**src/rtl/cpu_run_ctrl.sv**
```systemverilog
// cpu_run_ctrl: core reset sequencer and run supervisor (PRE/CORE_RST/SETTLE/RUN/DONE).
// Optional halt detect via `define CPU_RUN_CTRL_HALT_DET_EN; default build ends runs on timeout only.
module cpu_run_ctrl #(
  parameter int PC_W     = 32,
  parameter int PRE_CYC  = 2,
  parameter int RST_CYC  = 2,
  parameter int POST_CYC = 2,
  parameter int MAX_CYC  = 1000,
  parameter int HALT_WIN = 8,
  parameter int CNT_W    = 16
) (
  input  logic             clk,
  input  logic             rst,
  input  logic             restart,
  input  logic [PC_W-1:0]  pc_in,
  input  logic             pc_write,
  output logic             cpu_rst,
  output logic             run,
  output logic             done,
  output logic             timeout,
  output logic             halted,
  output logic [CNT_W-1:0] cycle_cnt
);

  typedef enum logic [2:0] {
    S_PRE, S_CRST, S_SETTLE, S_RUN, S_DONE
  } state_t;

  localparam int PH_MAX0 = (PRE_CYC > RST_CYC) ? PRE_CYC : RST_CYC;
  localparam int PH_MAX  = (PH_MAX0 > POST_CYC) ? PH_MAX0 : POST_CYC;
  localparam int PH_W    = (PH_MAX > 1) ? $clog2(PH_MAX) : 1;
  localparam logic [PH_W-1:0] PRE_LAST =
    PH_W'((PRE_CYC > 0) ? PRE_CYC - 1 : 0);
  localparam logic [PH_W-1:0] RST_LAST =
    PH_W'((RST_CYC > 0) ? RST_CYC - 1 : 0);
  localparam logic [PH_W-1:0] POST_LAST =
    PH_W'((POST_CYC > 0) ? POST_CYC - 1 : 0);
  localparam logic [CNT_W-1:0] MAX_V = CNT_W'(MAX_CYC);

  if (RST_CYC == 0) begin : g_rst_chk
    $error("cpu_run_ctrl: RST_CYC must be nonzero");
  end
  if (longint'(MAX_CYC) > (longint'(1) << CNT_W) - 1) begin : g_max_chk
    $error("cpu_run_ctrl: MAX_CYC exceeds cycle counter range");
  end

  state_t           state_q, state_d;
  logic [PH_W-1:0]  ph_q, ph_d;
  logic [CNT_W-1:0] cnt_q, cnt_d, cnt_inc;
  logic             to_q, to_d;
  logic             cpu_rst_q, run_q, done_q;
  logic             halt_hit;

`ifdef CPU_RUN_CTRL_HALT_DET_EN
  localparam int SW = $clog2(HALT_WIN + 1);

  logic [PC_W-1:0] pc_prev_q, pc_prev_d;
  logic [SW-1:0]   stab_q, stab_d, stab_nx;
  logic            ht_q, ht_d;

  // Stable-PC window: stalls hold the count, new PCs clear it
  always_comb begin
    pc_prev_d = pc_prev_q;
    stab_d    = stab_q;
    ht_d      = ht_q;
    halt_hit  = 1'b0;
    stab_nx   = (pc_in == pc_prev_q) ? stab_q + 1'b1 : '0;
    if (state_q == S_RUN && pc_write) begin
      pc_prev_d = pc_in;
      stab_d    = stab_nx;
      if (stab_nx == SW'(HALT_WIN)) begin
        halt_hit = 1'b1;
        ht_d     = 1'b1;
      end
    end else if (state_q == S_DONE && restart) begin
      pc_prev_d = '0;
      stab_d    = '0;
      ht_d      = 1'b0;
    end
  end

  // Halt-detect registers
  always_ff @(posedge clk or posedge rst) begin
    if (rst) begin
      pc_prev_q <= '0;
      stab_q    <= '0;
      ht_q      <= 1'b0;
    end else begin
      pc_prev_q <= pc_prev_d;
      stab_q    <= stab_d;
      ht_q      <= ht_d;
    end
  end

  assign halted = ht_q;
`else
  logic unused_pc;
  assign unused_pc = ^{pc_in, pc_write};
  assign halt_hit  = 1'b0;
  assign halted    = 1'b0;
`endif

  // Sequencer next state, phase timer and run counter
  always_comb begin
    state_d = state_q;
    ph_d    = ph_q;
    cnt_d   = cnt_q;
    to_d    = to_q;
    cnt_inc = cnt_q + 1'b1;
    unique case (state_q)
      S_PRE: begin
        if (ph_q == PRE_LAST) begin
          ph_d    = '0;
          state_d = S_CRST;
        end else begin
          ph_d = ph_q + 1'b1;
        end
      end
      S_CRST: begin
        if (ph_q == RST_LAST) begin
          ph_d    = '0;
          state_d = (POST_CYC == 0) ? S_RUN : S_SETTLE;
        end else begin
          ph_d = ph_q + 1'b1;
        end
      end
      S_SETTLE: begin
        if (ph_q == POST_LAST) begin
          ph_d    = '0;
          state_d = S_RUN;
        end else begin
          ph_d = ph_q + 1'b1;
        end
      end
      S_RUN: begin
        cnt_d = cnt_inc;
        if (cnt_inc >= MAX_V) begin
          to_d    = 1'b1;
          state_d = S_DONE;
        end
        if (halt_hit) begin
          state_d = S_DONE;
        end
      end
      S_DONE: begin
        if (restart) begin
          state_d = S_PRE;
          ph_d    = '0;
          cnt_d   = '0;
          to_d    = 1'b0;
        end
      end
      default: begin
        state_d = S_PRE;
        ph_d    = '0;
      end
    endcase
  end

  // State, counters and registered Moore outputs
  always_ff @(posedge clk or posedge rst) begin
    if (rst) begin
      state_q   <= S_PRE;
      ph_q      <= '0;
      cnt_q     <= '0;
      to_q      <= 1'b0;
      cpu_rst_q <= 1'b0;
      run_q     <= 1'b0;
      done_q    <= 1'b0;
    end else begin
      state_q   <= state_d;
      ph_q      <= ph_d;
      cnt_q     <= cnt_d;
      to_q      <= to_d;
      cpu_rst_q <= (state_d == S_CRST);
      run_q     <= (state_d == S_RUN);
      done_q    <= (state_d == S_DONE);
    end
  end

  assign cpu_rst   = cpu_rst_q;
  assign run       = run_q;
  assign done      = done_q;
  assign timeout   = to_q;
  assign cycle_cnt = cnt_q;

endmodule
```
**config.mk**
```make
export PLATFORM = sky130hd
export DESIGN_NAME = cpu_run_ctrl
export DESIGN_NICKNAME = d
export VERILOG_FILES = /design/src/rtl/cpu_run_ctrl.sv
export SDC_FILE = /design/constraint.sdc
export NUM_CORES = 1
export LEC_CHECK = 0
export ABC_CLOCK_PERIOD_IN_PS = 3200
export BUFFER_PORTS_ARGS = -buffer_cell sky130_fd_sc_hd__buf_2
export CORE_MARGIN = 8
export CORE_UTILIZATION = 47
export CTS_CLUSTER_SIZE = 30
export DETAILED_ROUTE_END_ITERATION = 16
export PLACE_DENSITY_LB_ADDON = 0.2
export SYNTH_ARGS = -nofsm -noshare
export SYNTH_HDL_FRONTEND = slang
export SYNTH_SLANG_ARGS = --single-unit
```
**constraint.sdc**
```tcl
create_clock -name clk -period 3.2 [get_ports clk]
set_input_delay 0 -clock clk [delete_from_list [all_inputs] [get_ports clk]]
set_output_delay 0 -clock clk [all_outputs]
set_load 0.02 [all_outputs]
```
==> summary.md, run 1 <==
| Metric | Value |
|---|---|
| Status | `finished, final reports clean` |
| Post-synth ARST share | `100.0%` |
| Worst-path maximum fanout | `9` |
| Clock Sinks | `24` |
| Final Util | `54.43%` |
| Clock-pin slew on the worst setup and hold paths | `0.13 ns` |
| DR vias/cell | `5.770` |
| Critical path, cell by cell | `ha_1, nand2_1, nor4_4, and4b_1, o21ai_2, and2_4, a221o_1` |
| Setup repair bufs after CTS | `0` |
| Fmax | `0.4358 GHz` |
| NumNets Final | `224` |
| Setup crit end kind | `flop` |
| GRT Overall Usage | `14.20%` |
| RSZ-0062 raised after global routing | `no` |
| # fillers | `302` |
| Port buffer count | `22` |
| CTS tree | `done` |
| Routed via count | `1327` |
| WL final | `3.424 mm` |
| Simple-gate share of the synthesized area | `28.97%` |
| Fin crit share | `71.71%` |
| Ys flop type | `dfrtp_1` |
| Die width | `72.71 um` |
| Num CTS Buffers | `3` |
| Post-cts hold buffer count | `1` |
| Setup violations, final | `0` |
| CP Launch Type | `flop` |
| Min-delay worst type | `input pin to flop` |
| Worst path max stage delay | `0.51 ns` |
| Reg-to-reg setup timing slack | `0.91 ns` |
| Synth top area cells | `dfrtp_1 40%, o21ai_0 8.3%, nand2_1 4.0%` |
| H-tree Lvls | `1` |
| Area growth from synthesis to layout | `9.934%` |
| Compound-Gate Fraction of Synth Area | `20.61%` |
| Tightest Pin Transition | `1.031 ns` |
| Seq cells post-synth | `24` |
| Fin Setup TNS | `0 ns` |
| Drt wl/cell | `14.89 um` |
| Worst-Skew Late Latency | `0.31 ns` |
| Die Ht | `72.71 um` |
| PD cells | `765.1 nW/um2` |
| Boundary pin count | `57` |
| Final hold violation count | `0` |
| Net Count, Synth | `211` |
| Ratio of cells with drive above 1 in the final layout | `18.82%` |
| Kind of critical path | `flop to flop` |
| Drt drc | `0` |
| Peak VDD IR | `0.3602 mV` |
| Clock buffer depth | `2` |
| DRT Pass-1 Iters | `4` |
| Final min period | `2.295 ns` |
| Number of routed nets with antenna violations | `0` |
| Synth Area in Adders | `0.8278%` |
| YS warnings | `0` |
| Resized cells post-CTS | `0` |
| Sequential share of the synthesized area | `39.74%` |
| Library cells used by synthesis | `48` |
| WP buf/inv | `0` |
| Largest net degree at the start of global routing | `25` |
| Clock Tree Root | `clkbuf_4` |
| Initial antenna violation count | `0` |
| Synthesized area per cell | `8.686 um2` |
| Crit path required time | `3.41 ns` |
| # rows | `20` |
| Hold slack | `0.06462 ns` |
| Footprint of the multi-input gates | `818.3 um2` |
| Initial Util | `49.51%` |
| Core box area | `3053 um2` |
| Initial drt markers | `125` |
| Largest family of logic cells by synthesized area | `simple AND/OR/NAND/NOR gates` |
| Most common cell after layout, fill and taps aside | `o21ai_0` |
| Most frequent cells in the layout | `25 x o21ai_0, 24 x dfrtp_1, 22 x buf_2, 16 x nand2_1, 15 x nor2_1` |
| Synth Area in XOR/XNOR | `3.477%` |
| Mux cell area share after synthesis | `0%` |
| Vias in the first global route | `1258` |
| Inserted Diodes | `0` |
| Die Area | `5287 um2` |
| Max_slew headroom | `31.00%` |
| Sequential Area | `600.6 um2` |
| Number of synthesized flops with an enable pin | `0` |
| Max_cap viols | `0` |
| Gr ovfl total | `0` |
| Share of the synthesized area in the top cell type | `39.74%` |
| Detailed-placement wirelength estimate | `2.387 mm` |
| Cell family with most CP delay | `simple AND/OR/NAND/NOR gates` |
| Post-Syn Area | `1511 um2` |
| Critical Path Slowest Stage Cell | `dfrtp_1` |
| WP data arrival | `2.51 ns` |
| Leak | `0.7484 nW` |
| Global-route wire length before repair | `6.106 mm` |
| Final Wtd Congestion | `0.8892` |
| Mapped Cells | `174` |
| Layout Skew | `0.005181 ns` |
| Max Slew Vio Count | `0` |
| Area leader, netlist | `dfrtp_1` |
-- layer usage --
layer | part of all wire (%) | global-route usage (%) | vias up
met5 | 0 | 0 | -
met3 | 6.0 | 3.434 | 2
met2 | 46 | 21.87 | 31
met1 | 47 | 18.99 | 634
met4 | 0.44 | 4.222 | 0
li1 | - | - | 660
-- tightest hold or removal path: stages --
cell and delay [ns]:
buf_2 0.11, nand4b_1 0.09, a221o_1 0.15
-- synthesized netlist by cell type (2+ instances only) --
cell / n
and3_1: 2
nor4_1: 2
nand4b_1: 3
o32ai_1: 2
clkbuf_1: 5
nor2_1: 15
nor3_1: 5
nand4_1: 4
a31oi_1: 3
buf_2: 8
a211o_1: 2
dfrtp_1: 24
nand2_1: 16
and2_1: 2
nand3_1: 8
xnor2_1: 5
a21oi_1: 5
o31ai_1: 5
o21ai_0: 25
and4b_1: 2
inv_1: 4
-- state kept, by name, indices dropped and copies added, names as in the netlist --
name       flops
ph_q           1
cpu_rst        1
run            1
cycle_cnt     16
state_q        3
timeout        1
done           1
-- worst paths after layout --
| kind | startpoint | to | cells past startpoint |
|---|---|---|---|
| worst max-delay path | cycle_cnt[0] | timeout | 7 |
| worst min-delay path | restart | timeout | 3 |
| worst max register to register | cycle_cnt[0] | timeout | 7 |
| worst min register to register | timeout | timeout | 1 |
| max in group asynchronous | rst | state_q[2] | 3 |
| min in group asynchronous | rst | cycle_cnt[14] | 3 |
-- layout make-up --
type / count / area share [%]
well taps: 44 / 3.313
flip-flops and latches: 24 / 36.14
inverters: 4 / 0.9036
clock buffers: 3 / 1.355
repair buffers: 23 / 7.229
multi-input cells: 131 / 49.25
clock inverters: 1 / 1.807
-- where the power goes --
group	switching [mW]	total, mW	internal, mW
Sequential	0.121	0.502	0.381
Combinational	0.350	0.549	0.199
Clock	0.0936	0.220	0.127
Total	0.565	1.27	0.706
-- stage by stage --
step                      area (um2)  setup WS, ns  power [mW]  cells
after floorplan                 1511         1.046      0.9318    174
after global placement          1599        0.9495       1.040    225
after detailed placement        1599        0.9253       1.062    225
after CTS                       1662        0.8966       1.284    230
after global routing            1662        0.6847       1.381    230
final                           1662        0.9052       1.271    230
-- cells by family after synthesis --
kind of cell    Yosys count
simple gates             72
compound gates           51
flops                    24
buf+inv                  19
xor+xnor                  6
fa+ha+maj                 1
other cells               1
Note: power is estimated with default switching activity, not from simulation.
==> inputs of run 2 (changes only) <==
Settings changed: ABC_AREA set to 1, ABC_CLOCK_PERIOD_IN_PS 3200 to 2200.
Clock period 3.2 ns to 2.2 ns, I/O delays scaled along.
==> run 2 against run 1 <==
- non-clock buffer count grew 3
- count of clock-buffer cells in the layout unchanged
- fmax up 25%
- highest routed layer unchanged
- via count about the same
- power up 51%
- largest power group unchanged
- combinational power is 58% higher
- first-iteration DRC count fell by 26%
- clock skew down 0.00089 ns
- final cell count up 9.6%
- area after synthesis shrank 8.1%
==> summary.md, run 2 <==
| Metric | Value |
|---|---|
| Post-Layout Cell Count | `252 (was 230)` |
| H-tree Lvls | `1 (unchanged)` |
| Post-Syn Area | `1389 um2 (was 1511 um2)` |
| DR vias/cell | `5.270 (was 5.770)` |
| Die Area | `4951 um2 (was 5287 um2)` |
| YS warnings | `0 (unchanged)` |
| Final Instance Area | `1609 um2 (was 1662 um2)` |
| Max_slew headroom | `39.49% (was 31.00%)` |
| Die Ht | `70.36 um (was 72.71 um)` |
| Gr ovfl total | `0 (unchanged)` |
| Min-delay worst type | `input pin to asynchronous set/reset pin (was input pin to flop)` |
| Clock-pin slew on the worst setup and hold paths | `0.14 ns (was 0.13 ns)` |
| CP Launch Type | `flop (unchanged)` |
| Hold slack | `0.3955 ns (was 0.06462 ns)` |
| Initial antenna violation count | `0 (unchanged)` |
| Peak VDD IR | `0.8777 mV (was 0.3602 mV)` |
| Top-count cell post-synth | `nand2_1 (was o21ai_0)` |
| Clock Tree Root | `clkbuf_4 (unchanged)` |
| Max Slew Vio Count | `0 (unchanged)` |
| Setup violations, final | `0 (unchanged)` |
| Net Count, Synth | `231 (was 211)` |
| WP data arrival | `2.05 ns (was 2.51 ns)` |
| Sw Pwr | `0.8623 mW (was 0.5651 mW)` |
| GRT Overall Usage | `13.40% (was 14.20%)` |
| Crit path required time | `2.42 ns (was 3.41 ns)` |
| Ratio of cells with drive above 1 in the final layout | `19.00% (was 18.82%)` |
| Mapped Cells | `194 (was 174)` |
| Final Wtd Congestion | `0.8414 (was 0.8892)` |
| DRT Pass-1 Iters | `4 (unchanged)` |
| Detail Route met2 WL | `1.465 mm (was 1.590 mm)` |
| Num CTS Buffers | `3 (unchanged)` |
| Core box area | `2781 um2 (was 3053 um2)` |
| Uppermost layer routed | `met4 (unchanged)` |
| Post-route setup slack | `0.3672 ns (was 0.9052 ns)` |
| Sequential share of the synthesized area | `43.24% (was 39.74%)` |
| Routed via count | `1328 (was 1327)` |
| Area leader, netlist | `dfrtp_1 (unchanged)` |
| Most common cell after layout, fill and taps aside | `nand2_1 (was o21ai_0)` |
| Initial Util | `49.93% (was 49.51%)` |
| # fillers | `253 (was 302)` |
| Max_cap viols | `0 (unchanged)` |
| Final hold violation count | `0 (unchanged)` |
| Fin crit share | `83.31% (was 71.71%)` |
| Worst-path maximum fanout | `7 (was 9)` |
| Synth cell count leaders | `67 x nand2_1, 24 x dfrtp_1, 24 x inv_1 (was 25 x o21ai_0, 24 x dfrtp_1, 16 x nand2_1)` |
| Tightest Pin Transition | `0.9067 ns (was 1.031 ns)` |
| Seq cells post-synth | `24 (unchanged)` |
| Fin Setup TNS | `0 ns (unchanged)` |
| CTS tree | `done (unchanged)` |
| Share of power burned in registers | `38.0% (was 39.5%)` |
| Number of routed nets with antenna violations | `0 (unchanged)` |
| Status | `finished, final reports clean (unchanged)` |
| Vias in the first global route | `1279 (was 1258)` |
| Die width | `70.36 um (was 72.71 um)` |
| Logic pwr share | `45.0% (was 43.2%)` |
| Boundary pin count | `57 (unchanged)` |
| Initial drt markers | `92 (was 125)` |
| Sequential Area | `600.6 um2 (unchanged)` |
| Clock Sinks | `24 (unchanged)` |
| Most frequent cells in the layout | `67 x nand2_1, 24 x inv_1, 24 x dfrtp_1, 22 x buf_2, 20 x nor2_1 (was 25 x o21ai_0, 24 x dfrtp_1, 22 x buf_2, 16 x nand2_1, 15 x nor2_1)` |
| Drt wl/cell | `12.86 um (was 14.89 um)` |
| Fmax | `0.5456 GHz (was 0.4358 GHz)` |
| RSZ-0062 raised after global routing | `no (unchanged)` |
| PD cells | `1195 nW/um2 (was 765.1 nW/um2)` |
| Footprint of the multi-input gates | `681.9 um2 (was 818.3 um2)` |
| Clock power frac | `17.0% (was 17.3%)` |
| Number of synthesized flops with an enable pin | `0 (unchanged)` |
| Layout Skew | `0.004287 ns (was 0.005181 ns)` |
| Worst-Skew Late Latency | `0.32 ns (was 0.31 ns)` |
| Final min period | `1.833 ns (was 2.295 ns)` |
| Kind of critical path | `flop to flop (unchanged)` |
| NumNets Final | `259 (was 224)` |
| # rows | `19 (was 20)` |
| Largest net degree at the start of global routing | `25 (unchanged)` |
| Global-route wire length before repair | `5.602 mm (was 6.106 mm)` |
| Resized cells post-CTS | `0 (unchanged)` |
| Metal3 WL | `250 um (was 205 um)` |
| P_int | `1.060 mW (was 0.7063 mW)` |
| Area growth from synthesis to layout | `15.86% (was 9.934%)` |
| Synthesized area per cell | `7.159 um2 (was 8.686 um2)` |
| Library cells used by synthesis | `23 (was 48)` |
| Ys flop type | `dfrtp_1 (unchanged)` |
| WL final | `3.240 mm (was 3.424 mm)` |
| DP Cell Count | `246 (was 225)` |
| Max reg flops | `16 (unchanged)` |
| DP Area | `1536 um2 (was 1599 um2)` |
| WL met1 | `1.488 mm (was 1.612 mm)` |
| Setup crit end kind | `flop (unchanged)` |
| Leak | `0.8434 nW (was 0.7484 nW)` |
| Dpl ws | `0.4202 ns (was 0.9253 ns)` |
| Switching share of total power | `44.85% (was 44.45%)` |
| Port buffer count | `22 (unchanged)` |
| Detailed-placement wirelength estimate | `2.442 mm (was 2.387 mm)` |
| Synth top area cells | `dfrtp_1 43%, nand2_1 18%, inv_1 6.5% (was dfrtp_1 40%, o21ai_0 8.3%, nand2_1 4.0%)` |
| Share of the synthesized area in the top cell type | `43.24% (was 39.74%)` |
| Clock buffer depth | `2 (unchanged)` |
| Post-synth ARST share | `100.0% (unchanged)` |
| Inserted Diodes | `0 (unchanged)` |
| Drt drc | `0 (unchanged)` |
==> run 2: cell count changes in the layout (fill, tap and decap cells not counted), moves of 4 or more <==
cell and delta:
nor2_1 +5, nor2_2 +4, nand2_1 +51, o21ai_0 -16
nand2_2 +4, o22ai_1 +7, nor3_1 -5, a21oi_1 -5
nand3_1 +6, inv_1 +20, xnor2_1 -4, o31ai_1 -5
==> run 2: final cells by class <==
type / instances / area share [%]
Sequential cell: 24 / 37.33
Timing Repair Buffer: 26 / 9.020
Tap cell: 31 / 2.411
Multi-Input combinational cell: 143 / 42.38
Clock inverter: 1 / 1.866
Inverter: 24 / 5.599
Clock buffer: 3 / 1.400
==> run 2: power by group through the flow <==
stage | sequential (mW) | clock [mW] | combinational (mW)
after detailed placement | 0.736 | 0 | 0.868
after floorplan | 0.849 | 0 | 0.490
final | 0.731 | 0.327 | 0.865
after global routing | 0.755 | 0.351 | 0.973
after global placement | 0.734 | 0 | 0.837
after CTS | 0.729 | 0.334 | 0.874
==> run 2: metal layers <==
metal | global-route usage, % | up-vias
met2 | 21.23 | 47
met1 | 16.93 | 604
met4 | 3.795 | 0
met3 | 4.237 | 5
li1 | - | 672
met5 | 0 | -
==> run 2: stage by stage <==
step | power [mW] | util (%)
final | 1.923 | 57.85
after detailed placement | 1.604 | 55.24
after global placement | 1.571 | 55.24
after CTS | 1.938 | 57.85
after floorplan | 1.339 | -
after global routing | 2.079 | 57.85
==> run 2: critical path, cell delays in order (launching register included) <==
cell and delay (ns):
dfrtp_1 0.46, ha_1 0.23, nand2_1 0.12, nor2_4 0.20, nand3_1 0.10, nand2_1 0.12, nand2_1 0.07, nor2_1 0.10
nand2_1 0.09, nand4_2 0.13, o21ai_0 0.10
==> run 2: worst paths after layout <==
| check | from | endpoint | slack [ns] | cells after the start |
|---|---|---|---|---|
| max | cycle_cnt[0] | run | 0.37 | 10 |
| min | rst | cycle_cnt[3] | 0.40 | 3 |
| max reg2reg | cycle_cnt[0] | run | 0.37 | 10 |
| min reg2reg | timeout | timeout | 0.50 | 2 |
| max in group asynchronous | rst | cycle_cnt[13] | 1.26 | 3 |
| min in group clk | timeout | timeout | 0.50 | 2 |
==> run 2: timing repair <==
item | in CTS | in global routing
buffers inserted | 0 | 0
hold endpoints to repair | 26 | 0
hold buffers | 2 | 0
==> run 2: kinds of logic (layout without fill, tap and decap cells) <==
family	count (synthesis)	in the layout	share of synthesized area (%)
other cells	1	1	0.2700
xor+xnor	2	2	1.261
flops	24	24	43.24
compound gates	19	19	7.748
buf+inv	27	54	7.658
fa+ha+maj	1	1	0.9008
simple gates	120	120	38.92
